## src/rtl/game_pkg.sv

```systemverilog
// Shared definitions for the button event path: FSM state encoding and
// default timing thresholds for a 50 MHz system clock.
package game_pkg;

  typedef enum logic [1:0] {
    ST_ARM   = 2'd0,
    ST_IDLE  = 2'd1,
    ST_SHORT = 2'd2,
    ST_LONG  = 2'd3
  } btn_state_t;

  localparam int DEFAULT_LONG_CYCLES   = 12_500_000;  // 250 ms
  localparam int DEFAULT_REPEAT_CYCLES = 5_000_000;   // 100 ms
  localparam int DEFAULT_W_CNT         = 24;

endpackage

```

## src/rtl/button_event_gen.sv

```systemverilog
// Converts a debounced button level into registered single-cycle game events
// (press, release, tap, long press, auto-repeat) plus a held level.
module button_event_gen
  import game_pkg::*;
#(
  parameter int LONG_CYCLES   = DEFAULT_LONG_CYCLES,
  parameter int REPEAT_CYCLES = DEFAULT_REPEAT_CYCLES,
  parameter int W_CNT         = DEFAULT_W_CNT
) (
  input  logic clk,
  input  logic rst,
  input  logic button_debounced_i,
  output logic press_o,
  output logic release_o,
  output logic tap_o,
  output logic long_press_o,
  output logic repeat_o,
  output logic held_o
);

  localparam logic [W_CNT-1:0] LONG_LAST   = W_CNT'(LONG_CYCLES - 1);
  localparam logic [W_CNT-1:0] REPEAT_LAST = W_CNT'(REPEAT_CYCLES - 1);
  localparam logic [W_CNT-1:0] CNT_ONE     = W_CNT'(1);

  btn_state_t       state, state_next;
  logic [W_CNT-1:0] cnt, cnt_next;
  logic             press_next, release_next, tap_next;
  logic             long_next, repeat_next, held_next;

  always_ff @(posedge clk) begin
    if (rst) begin
      state        <= ST_ARM;
      cnt          <= '0;
      press_o      <= 1'b0;
      release_o    <= 1'b0;
      tap_o        <= 1'b0;
      long_press_o <= 1'b0;
      repeat_o     <= 1'b0;
      held_o       <= 1'b0;
    end else begin
      state        <= state_next;
      cnt          <= cnt_next;
      press_o      <= press_next;
      release_o    <= release_next;
      tap_o        <= tap_next;
      long_press_o <= long_next;
      repeat_o     <= repeat_next;
      held_o       <= held_next;
    end
  end

  // A low sample always wins over a threshold hit on the same cycle.
  always_comb begin
    state_next = state;
    cnt_next   = cnt;
    case (state)
      ST_ARM: begin
        if (!button_debounced_i) state_next = ST_IDLE;
      end
      ST_IDLE: begin
        if (button_debounced_i) begin
          state_next = ST_SHORT;
          cnt_next   = CNT_ONE;
        end
      end
      ST_SHORT: begin
        if (!button_debounced_i) begin
          state_next = ST_IDLE;
          cnt_next   = '0;
        end else if (cnt == LONG_LAST) begin
          state_next = ST_LONG;
          cnt_next   = '0;
        end else begin
          cnt_next = cnt + CNT_ONE;
        end
      end
      ST_LONG: begin
        if (!button_debounced_i) begin
          state_next = ST_IDLE;
          cnt_next   = '0;
        end else if (cnt == REPEAT_LAST) begin
          cnt_next = '0;
        end else begin
          cnt_next = cnt + CNT_ONE;
        end
      end
      default: begin
        state_next = ST_ARM;
        cnt_next   = '0;
      end
    endcase
  end

  always_comb begin
    press_next   = (state == ST_IDLE) && button_debounced_i;
    long_next    = (state == ST_SHORT) && button_debounced_i && (cnt == LONG_LAST);
    repeat_next  = (state == ST_LONG) && button_debounced_i && (cnt == REPEAT_LAST);
    release_next = ((state == ST_SHORT) || (state == ST_LONG)) && !button_debounced_i;
    tap_next     = (state == ST_SHORT) && !button_debounced_i;
    held_next    = (state_next == ST_SHORT) || (state_next == ST_LONG);
  end

endmodule

```

## config.mk

```make
export PLATFORM = sky130hd
export DESIGN_NAME = button_event_gen
export DESIGN_NICKNAME = d
export VERILOG_FILES = /design/src/rtl/game_pkg.sv /design/src/rtl/button_event_gen.sv
export SDC_FILE = /design/constraint.sdc
export NUM_CORES = 1
export LEC_CHECK = 0
export CELL_PAD_IN_SITES_DETAIL_PLACEMENT = 0
export CELL_PAD_IN_SITES_GLOBAL_PLACEMENT = 1
export CORE_ASPECT_RATIO = 0.7
export CORE_MARGIN = 5
export CORE_UTILIZATION = 29
export CTS_BUF_LIST = sky130_fd_sc_hd__clkbuf_16
export CTS_CLUSTER_DIAMETER = 120
export DETAILED_ROUTE_END_ITERATION = 16
export PLACE_DENSITY = 0.6
export SLEW_MARGIN = 20
export SYNTH_ARGS = -nofsm -noshare
export SYNTH_HDL_FRONTEND = slang
export SYNTH_SLANG_ARGS = --single-unit
```

## constraint.sdc

```tcl
create_clock -name clk -period 5.22 [get_ports clk]
set_input_delay 1.044 -clock clk [delete_from_list [all_inputs] [get_ports clk]]
set_output_delay 1.044 -clock clk [all_outputs]
set_load 0.03 [all_outputs]
```

# Word-level counts from Yosys, hierarchy flattened

Index checks and enable logic that the tools add are counted.

Output and inout port bits: 6
Logic and storage cells: 42
Register bits: 32
Bits of input ports: 3

Equality and inequality tests: 8
Add/subtract/negate cells: 1
Mux-type cells: 11
Reduce and logical (&&, ||, !) cells: 14

Operator list:

| operator              | number |
|---|---|
| $mux 24               | 5 |
| $pmux 24 s3           | 1 |
| $add 24x1->24 const B | 1 |
| $eq 24x23->1 const B  | 1 |
| $eq 24x24->1 const B  | 1 |
| $eq 2x2->1 const B    | 4 |
| $mux 2                | 4 |
| $logic_and 1x1->1     | 7 |
| $pmux 2 s3            | 1 |
| $reduce_bool 3->1     | 1 |
| $eq 2x1->1 const B    | 1 |
| $logic_not 2->1       | 1 |
| $logic_or 1x1->1      | 2 |
| $ne 2x2->1 const B    | 1 |
| $reduce_and 2->1      | 1 |
| $reduce_or 2->1       | 1 |
| $logic_not 1->1       | 1 |

# Longest topological paths before layout

Gate-level depths: netlist (run 1).

Depth in word-level cells: 6
Depth in mapped cells: 7
Depth with buffers taken out: 7

# Worst setup path after synthesis (run 1)

No wires, ideal clock.

Path type: input -> register
From: in button_debounced_i
To: reg cnt[23]
Slack: 2825 ps
Cell stages on the path: 5
Path buffers: 0
Setup time: 70 ps
Data required time: 5150 ps
Data arrival time: 2325 ps
Cells stage by stage: nor2b_1 -> nor4_4 -> nand3_2 -> or4_1 -> a21oi_1

Cells in the longest elaborated chain, start to end: 2
Elaborated cells on any way between the ends: 5
Classes of those cells: eq/ne: 1; mux: 3; reduce/logical: 1

Ends and longest elaborated chain:

| item                                                   | line                   | RTL |
|---|---|---|
| from (decl)                                            | button_event_gen.sv:12 | `input logic button_debounced_i,` |
| $mux 24 (tied with other cells)                        | button_event_gen.sv:78 | `if (!button_debounced_i) begin` |
| $pmux 24 s3 / $reduce_and 2->1 (equally long branches) | n/a                    |  |
| to (signal assigned)                                   | button_event_gen.sv:42 | `cnt <= cnt_next;` |
| to (decl)                                              | button_event_gen.sv:26 | `logic [W_CNT-1:0] cnt, cnt_next;` |

Parallel ways exist; a longest one is shown, timed or not.
A chain may end at the register's enable or synchronous reset.

# Worst setup path in the final report (run 1)

From: in button_debounced_i
To: reg cnt[20]

The elaborated chain is that of the path after synthesis.

==> flow_summary.yaml, run 1 <==
synthesis:
  synth-edff-count: 0
  synth_top_area_cell: "dfxtp_1"
  synthTopCellsByArea: "dfxtp_1 39%, xor2_1 6.3%, ha_1 4.5%"
  syn-num-nets: 192
  ys_seq_area_share_pct: 38.7
  synthDominantCellAreaShare_pct: 38.7
  syn_inst: 183
  synth_area_um2: 1660
  synth.distinct_cells: 45
  synth_most_common_cell: "dfxtp_1"
  synthArstFlopShare_pct: 0
  synth_top_flop_cell: "dfxtp_1"
  avgSynthCellArea_um2: 9.05
  ys_seq_elements: 32
  netlist_top_cells_count: "32 x dfxtp_1, 19 x nand2_1, 17 x nor2_1"
  synth.yosys.warnings: 0
floorplanning:
  dieArea_um2: 7350
  core_area_um2: 5640
  io_pins: 9
  row_count: 23
  die_y_um: 73.2
  die_x_um: 100
  initial_core_util_pct: 29.4
finish:
  fin_nets: 202
  multi_input_area_um2: 966
  num_antenna_cells: 0
  area_growth_pct: 18.2
  fillers: 616
  drive_gt1_share_pct: 11.3
  register_area_um2: 641
  final_util_pct: 34.7
pwr:
  p_leak_uw: 0.000646
  ir_drop_mv: 0.136
  power.density_nw_per_um2: 328
setup_path:
  critPathArrivalTime_ps: 3530
  cp-start-kind: "primary input"
  crit_type: "in2reg"
  path_max_fanout: 11
  reg2reg_depth: 6
  startpoint: "button_debounced_i"
  r2r_setup_slack_ps: 2520
  rr_endpoint: "cnt[4]$_SDFFE_PP0P_"
  end_kind: "flop"
  critPathRequiredTime_ps: 5420
  rr_startpoint: "cnt[0]$_SDFFE_PP0P_"
cts:
  h-tree-depth: 2
  cts_setup_buffers: 0
  cts_sinks: 32
  cts.repair.resized: 0
  clkTransAtPathRegs_ps: 50
  root_buffer: "clkbuf_16"
  cts_buffers: 5
  clock_path_buffers: 2
  clock_latency_ps: 270
  cts_tree: "built"
  hold_buffers: 0
place:
  gp_congestion: 0.794
  numPortBuffers: 8
  dp_hpwl_um: 2620
drt:
  viasPerCell: 4.73
  post_drt_wl_per_cell_um: 13.5
  dr.pass1.iters: 4
  drtAntennaViolNets: 0
  drt_iter0_drc: 75
  wirelength_um: 3630
  via_count: 1273
  drcViolationCount: 0
grt:
  grt_max_degree: 23
  grt_pass1_wl_um: 6260
  antenna_found_initial: 0
  overflow: 0
  grt_pass1_vias: 1189
  grt.total_usage_pct: 11.1
sta:
  finalSetupViolations: 0
  hold_violations: 0
  worstMarginPinSlew_ps: 1040
  report.final.slew_viol_count: 0
  relSlewSlack_pct: 30.8
  rsz0062_at_grt: "false"
  post-route-period-util_pct: 63.8
  period_needed_ps: 3330
  setup-tns-final_ps: 0
  hold_slack_ps: 500
  max_freq_mhz: 300
  fin_skew_ps: 5.92
outcome:
  status: "finished, final reports clean"
run:
  drv_cap: 0
worst_hold_path:
  min_delay_path_depth: 2
  hold_path_class: "reg2reg"
  whs_endpoint: "cnt[18]$_SDFFE_PP0P_"
  min_from: "cnt[18]$_SDFFE_PP0P_"
-- worst max-delay path, cell delays in order --
cell	delay (ps)
clkdlybuf4s50_1	670
nor2b_1	170
nor3_1	760
nand3_1	340
or3_1	390
a21oi_1	140
-- through the flow --
stage | setup slack (ps) | total power, µW | cell area [µm²] | std cells
after floorplan | 2820 | 314 | 1660 | 183
after global placement | 1530 | 326 | 1800 | 261
after detailed placement | 1560 | 326 | 1800 | 261
after CTS | 1840 | 651 | 1960 | 269
after global routing | 1590 | 672 | 1960 | 269
final | 1890 | 642 | 1960 | 269
-- logic make-up after synthesis --
logic type | synth area share, %
XOR/XNOR | 7.40
AO/OA/AOI/OAI | 12.0
flip-flops | 38.7
buffers and inverters | 3.02
AND/OR/NAND/NOR | 34.4
adder cells (fa/ha/maj) | 4.53
-- flip-flops by register name, summed over array words and instances (netlist names) --
register,cells
release_o,1
long_press_o,1
press_o,1
repeat_o,1
state,2
tap_o,1
held_o,1
cnt,24
-- placed cells by master, fill, tap and decap left out, drive strengths merged, types with 2 or more instances in the layout --
cell type / netlist / layout
nor4: 5 / 5
dfxtp: 32 / 32
or3: 4 / 4
and4b: 2 / 2
or4b: 3 / 3
nand4: 8 / 8
nor2: 21 / 21
nand2: 19 / 19
and3: 3 / 3
a21oi: 14 / 14
xnor2: 2 / 2
o22ai: 3 / 3
clkinv: 0 / 2
nor3: 2 / 2
nand3: 6 / 6
o21a: 2 / 2
o21ai: 4 / 4
o31ai: 2 / 2
xor2: 12 / 12
nand2b: 2 / 2
clkdlybuf4s50: 0 / 8
clkbuf: 2 / 5
nor2b: 7 / 7
nor3b: 2 / 2
inv: 4 / 4
and4: 3 / 3
ha: 6 / 6
-- routing by layer --
layer | vias to the layer above | part of all wire [%] | GRT usage [%] | wire, µm
met5 | - | 0 | 0 | 0
met1 | 587 | 58 | 17.2 | 2110
met4 | 0 | 0.85 | 3.14 | 31
li1 | 673 | - | - | -
met2 | 9 | 38 | 14.2 | 1380
met3 | 4 | 2.8 | 3.44 | 103
-- how the worst max path moves through the flow --
stage	end	slack (ps)
6_report	cnt[20]$_SDFFE_PP0P_	1890
5_1_grt	cnt[20]$_SDFFE_PP0P_	1590
4_1_cts	cnt[18]$_SDFFE_PP0P_	1840
3_5_place_dp	cnt[18]$_SDFFE_PP0P_	1560
3_3_place_gp	cnt[22]$_SDFFE_PP0P_	1530
2_1_floorplan	cnt[23]$_SDFFE_PP0P_	2820
-- power by group --
group | leakage [µW] | total [µW] | switching, µW | internal [µW]
clock | 0.0000789 | 323 | 101 | 221
combinational | 0.000309 | 63.3 | 40.5 | 22.7
sequential | 0.000258 | 256 | 5.68 | 251
total | 0.000646 | 642 | 147 | 495
-- final cells by class --
class,instances,area share [%]
Timing Repair Buffer,8,4.09
Clock buffer,5,6.39
Tap cell,75,4.79
Sequential cell,32,32.7
Inverter,4,0.767
Multi-Input combinational cell,142,49.3
Clock inverter,3,1.92
(Power assumes the default switching activity.)
==> run 2: changes to the inputs <==
==> constraint.sdc (replaced) <==
create_clock -name clk -period 3.5 [get_ports clk]
set_input_delay 0.7 -clock clk [delete_from_list [all_inputs] [get_ports clk]]
set_output_delay 0.7 -clock clk [all_outputs]
set_load 0.03 [all_outputs]
==> flow_summary.yaml, run 2 (same netlist as run 1, synthesis figures left out) <==
drt:
  drt_iter0_drc: 100
  viasPerCell: 4.90
  drtAntennaViolNets: 0
  post_drt_wl_per_cell_um: 13.9
  wirelength_um: 3780
  via_count: 1333
  drcViolationCount: 0
  dr.pass1.iters: 4
finish:
  reg_top3: "cnt (24), state (2)"
  largest_register_ffs: 24
  drive_gt1_share_pct: 13.2
  register_area_um2: 641
  final_common_cell: "dfxtp_1"
  multi_input_area_um2: 966
  layout_common_cells: "32 x dfxtp_1, 19 x nand2_1, 17 x nor2_1"
  fin_nets: 206
  num_antenna_cells: 0
  final_cells: 272
  fillers: 588
  top_register: "cnt"
  area_growth_pct: 18.3
cts:
  clock_path_buffers: 2
  hold_buffers: 0
  clkTransAtPathRegs_ps: 50
  clock_latency_ps: 270
  cts.repair.resized: 0
  cts_setup_buffers: 0
  root_buffer: "clkbuf_16"
  cts_buffers: 5
  cts_sinks: 32
  cts_tree: "built"
  h-tree-depth: 2
worst_hold_path:
  min_delay_path_depth: 2
  hold_path_class: "reg2reg"
  whs_endpoint: "cnt[1]$_SDFFE_PP0P_"
  min_from: "cnt[1]$_SDFFE_PP0P_"
sta:
  max_freq_mhz: 399
  fin_skew_ps: 5.03
  rsz0062_at_grt: "false"
  report.final.slew_viol_count: 0
  post-route-period-util_pct: 71.5
  hold_violations: 0
  finalSetupViolations: 0
  period_needed_ps: 2500
  relSlewSlack_pct: 65.8
  setup-tns-final_ps: 0
  worstMarginPinSlew_ps: 508
setup_path:
  r2r_setup_slack_ps: 1290
  rr_endpoint: "cnt[5]$_SDFFE_PP0P_"
  crit_chain: "clkdlybuf4s50_1, nor2b_1, nor4_4, nand3_2, or4_1, a21oi_1"
  end_kind: "flop"
  cp_top_family: "simple AND/OR/NAND/NOR gates"
  reg2reg_depth: 7
  crit_type: "in2reg"
  slowest_stage: "clkdlybuf4s50_1"
  critPathRequiredTime_ps: 3700
  cp-start-kind: "primary input"
  path_max_fanout: 11
  rr_startpoint: "cnt[0]$_SDFFE_PP0P_"
  crit_path_max_incr_delay_ps: 680
  critPathArrivalTime_ps: 2710
  crit_buf_inv: 1
grt:
  grt_pass1_vias: 1212
  grt.total_usage_pct: 11.1
  grt_pass1_wl_um: 6250
  overflow: 0
  grt_max_degree: 12
  antenna_found_initial: 0
pwr:
  seqPwrFrac_pct: 43.1
  p_leak_uw: 0.000658
  combPwrFrac_pct: 11.4
  ir_drop_mv: 0.243
  p_sw_uw: 220
  pwr-share-clk_pct: 45.5
  p_int_uw: 668
  power_uw: 888
  power.density_nw_per_um2: 453
  netSwitchingFraction_pct: 24.8
place:
  dp_hpwl_um: 2690
  gp_congestion: 0.739
  numPortBuffers: 8
  dp.cells: 265
floorplanning:
  die_x_um: 100
  die_y_um: 73.2
  row_count: 23
  io_pins: 9
  dieArea_um2: 7350
  core_area_um2: 5640
  initial_core_util_pct: 29.4
run:
  drv_cap: 0
outcome:
  status: "finished, final reports clean"
run 2: cell types whose count changed in the layout (fill, tap and decap cells not counted):
cell and delta:
inv_1 +1, clkinv_2 +1, bufinv_16 -1, clkinv_1 -2, buf_4 +4
run 2: through the flow:
stage / cell area, µm² / worst slack (ps) / hold slack (ps) / utilization [%]
after floorplan: 1660 / 1440 / 465 / -
after global placement: 1830 / 797 / 487 / 32.4
after detailed placement: 1830 / 751 / 487 / 32.4
after CTS: 1960 / 1010 / 496 / 34.7
after global routing: 1960 / 841 / 531 / 34.7
final: 1960 / 996 / 493 / 34.7
run 2: power by group through the flow:
stage	Combinational, µW	Sequential (µW)	Clock [µW]
finish	101	382	404
global route	114	383	432
CTS	102	382	416
detailed placement	102	390	0
global placement	104	390	0
floorplan	75.9	392	0
run 2: worst max-delay path by stage:
stage	slack (ps)	cells past startpoint	to	start
4_1_cts	1010	6	cnt[23]$_SDFFE_PP0P_	button_debounced_i
2_1_floorplan	1440	7	cnt[23]$_SDFFE_PP0P_	state[1]$_SDFF_PP0_
5_1_grt	840	6	cnt[23]$_SDFFE_PP0P_	button_debounced_i
6_report	1000	6	cnt[23]$_SDFFE_PP0P_	button_debounced_i
3_5_place_dp	750	6	cnt[23]$_SDFFE_PP0P_	button_debounced_i
3_3_place_gp	800	6	cnt[23]$_SDFFE_PP0P_	button_debounced_i
run 2: per-layer routing:
metal | global-route usage (%) | part of all wire [%] | wire, µm
met1 | 17.7 | 57 | 2170
met4 | 4.04 | 0.40 | 15
met5 | 0 | 0 | 0
met3 | 2.87 | 3.8 | 145
met2 | 13.9 | 38 | 1450
run 2: area by class of cell:
| class | instances | area share (%) |
|---|---|---|
| well taps | 75 | 4.79 |
| repair buffers | 12 | 5.62 |
| clock inverters | 2 | 0.447 |
| flip-flops and latches | 32 | 32.7 |
| multi-input cells | 142 | 49.3 |
| clock buffers | 5 | 6.39 |
| inverters | 4 | 0.766 |
run 2: tightest hold or removal path: cells and delay by family, from the launching register on:
| kind | cells | cell delay, ps |
|---|---|---|
| AO/OA/AOI/OAI | 1 | 50 |
| flip-flops | 1 | 320 |
| AND/OR/NAND/NOR | 1 | 80 |
==> run 3: changes to the inputs <==
==> constraint.sdc (replaced) <==
create_clock -name clk -period 2.5 [get_ports clk]
set_input_delay 0.5 -clock clk [delete_from_list [all_inputs] [get_ports clk]]
set_output_delay 0.5 -clock clk [all_outputs]
set_load 0.03 [all_outputs]
==> flow_summary.yaml, run 3 (same netlist as run 1, synthesis figures left out) <==
cts:
  clock_latency_ps: 270
  root_buffer: "clkbuf_16"
  cts_setup_buffers: 0
  cts_sinks: 32
  cts_buffers: 5
  clkTransAtPathRegs_ps: 50
  clock_path_buffers: 2
  hold_buffers: 0
  h-tree-depth: 2
  cts.repair.resized: 0
  cts_tree: "built"
sta:
  worstMarginPinSlew_ps: 446
  hold_violations: 0
  report.final.slew_viol_count: 0
  relSlewSlack_pct: 70.0
  post-route-period-util_pct: 86.1
  fin_skew_ps: 7.72
  finalSetupViolations: 0
  rsz0062_at_grt: "false"
  setup-tns-final_ps: 0
  hold_slack_ps: 494
  period_needed_ps: 2150
  max_freq_mhz: 465
setup_path:
  cp_top_family: "simple AND/OR/NAND/NOR gates"
  crit_buf_inv: 1
  slowest_stage: "or4b_4"
  crit_type: "reg2reg"
  critPathArrivalTime_ps: 2310
  critPathRequiredTime_ps: 2660
  crit_chain: "or4b_4, nor4_2, a21oi_2, o31ai_4, buf_12, nor2_1"
  crit_path_max_incr_delay_ps: 590
  cp-start-kind: "flop"
  path_max_fanout: 22
  end_kind: "flop"
place:
  numPortBuffers: 8
  dp_hpwl_um: 2850
  dpl_cell_area_um2: 1860
  gp_congestion: 0.771
  dp.cells: 268
drt:
  viasPerCell: 4.86
  drtAntennaViolNets: 0
  drcViolationCount: 0
  dr.pass1.iters: 4
  post_drt_wl_per_cell_um: 13.9
  wirelength_um: 3820
  via_count: 1336
  drt_iter0_drc: 97
finish:
  area_growth_pct: 20.3
  final_common_cell: "dfxtp_1"
  top_register: "cnt"
  largest_register_ffs: 24
  final_cells: 275
  layout_common_cells: "32 x dfxtp_1, 19 x nand2_1, 17 x nor2_1"
  reg_top3: "cnt (24), state (2)"
  drive_gt1_share_pct: 14.0
  num_antenna_cells: 0
  fin_area_um2: 1990
  fin_nets: 209
pwr:
  ir_drop_mv: 0.261
  power.density_nw_per_um2: 626
  power_uw: 1250
  p_leak_uw: 0.000673
grt:
  grt_pass1_vias: 1237
  grt_pass1_wl_um: 6470
  grt_max_degree: 23
  grt.total_usage_pct: 11.6
  overflow: 0
  antenna_found_initial: 0
worst_hold_path:
  hold_path_class: "reg2reg"
floorplanning:
  die_y_um: 73.2
  initial_core_util_pct: 29.4
  dieArea_um2: 7350
  io_pins: 9
  die_x_um: 100
  row_count: 23
  core_area_um2: 5640
outcome:
  status: "finished, final reports clean"
run:
  drv_cap: 0
[run 3: cell types whose count changed in the layout (fill, tap and decap cells not counted), sizes merged]
cell    before  now
buf          4    7
inv          5    4
clkinv       1    2
[run 3: through the flow]
stage | worst slack, ps | utilization [%]
2_1_floorplan | 437 | -
3_3_place_gp | 298 | 33.0
3_5_place_dp | 271 | 33.0
4_1_cts | 321 | 35.3
5_1_grt | 131 | 35.3
6_report | 348 | 35.3
[run 3: path summary, 6_finish.rpt]
kind,cells past startpoint,startpoint,slack [ps],end
worst min register to register,2,cnt[1]$_SDFFE_PP0P_,490,cnt[1]$_SDFFE_PP0P_
worst min-delay path,2,cnt[1]$_SDFFE_PP0P_,490,cnt[1]$_SDFFE_PP0P_
worst max register to register,6,cnt[6]$_SDFFE_PP0P_,350,cnt[4]$_SDFFE_PP0P_
worst max-delay path,6,cnt[6]$_SDFFE_PP0P_,350,cnt[4]$_SDFFE_PP0P_
[run 3: layout make-up]
cell class | count | area [µm²]
fill | 611 | 3650
inverter | 4 | 15.0
tap | 75 | 93.8
timing repair buffer | 15 | 145
sequential | 32 | 641
clock buffer | 5 | 125
multi-input combinational | 142 | 966
clock inverter | 2 | 7.51
[run 3: power by group]
part / internal [µW] / switching (µW) / total [µW]
combinational: 60.1 / 89.7 / 150
sequential: 523 / 11.9 / 535
clock: 355 / 206 / 562
[run 3: worst min-delay path: stages, from the launching register on]
cell     delay (ps)
dfxtp_1         320
nand2_1          80
a21oi_2          50
[run 3: layer usage]
layer  track usage, %  up-vias  wire length [µm]  share of wire, %
li1                 -      692                 -                 -
met1             18.2      625              2130                56
met2             14.8       17              1470                38
met3             3.53        2               204               5.3
met4             2.69        0                15              0.39
met5                0        -                 0                 0
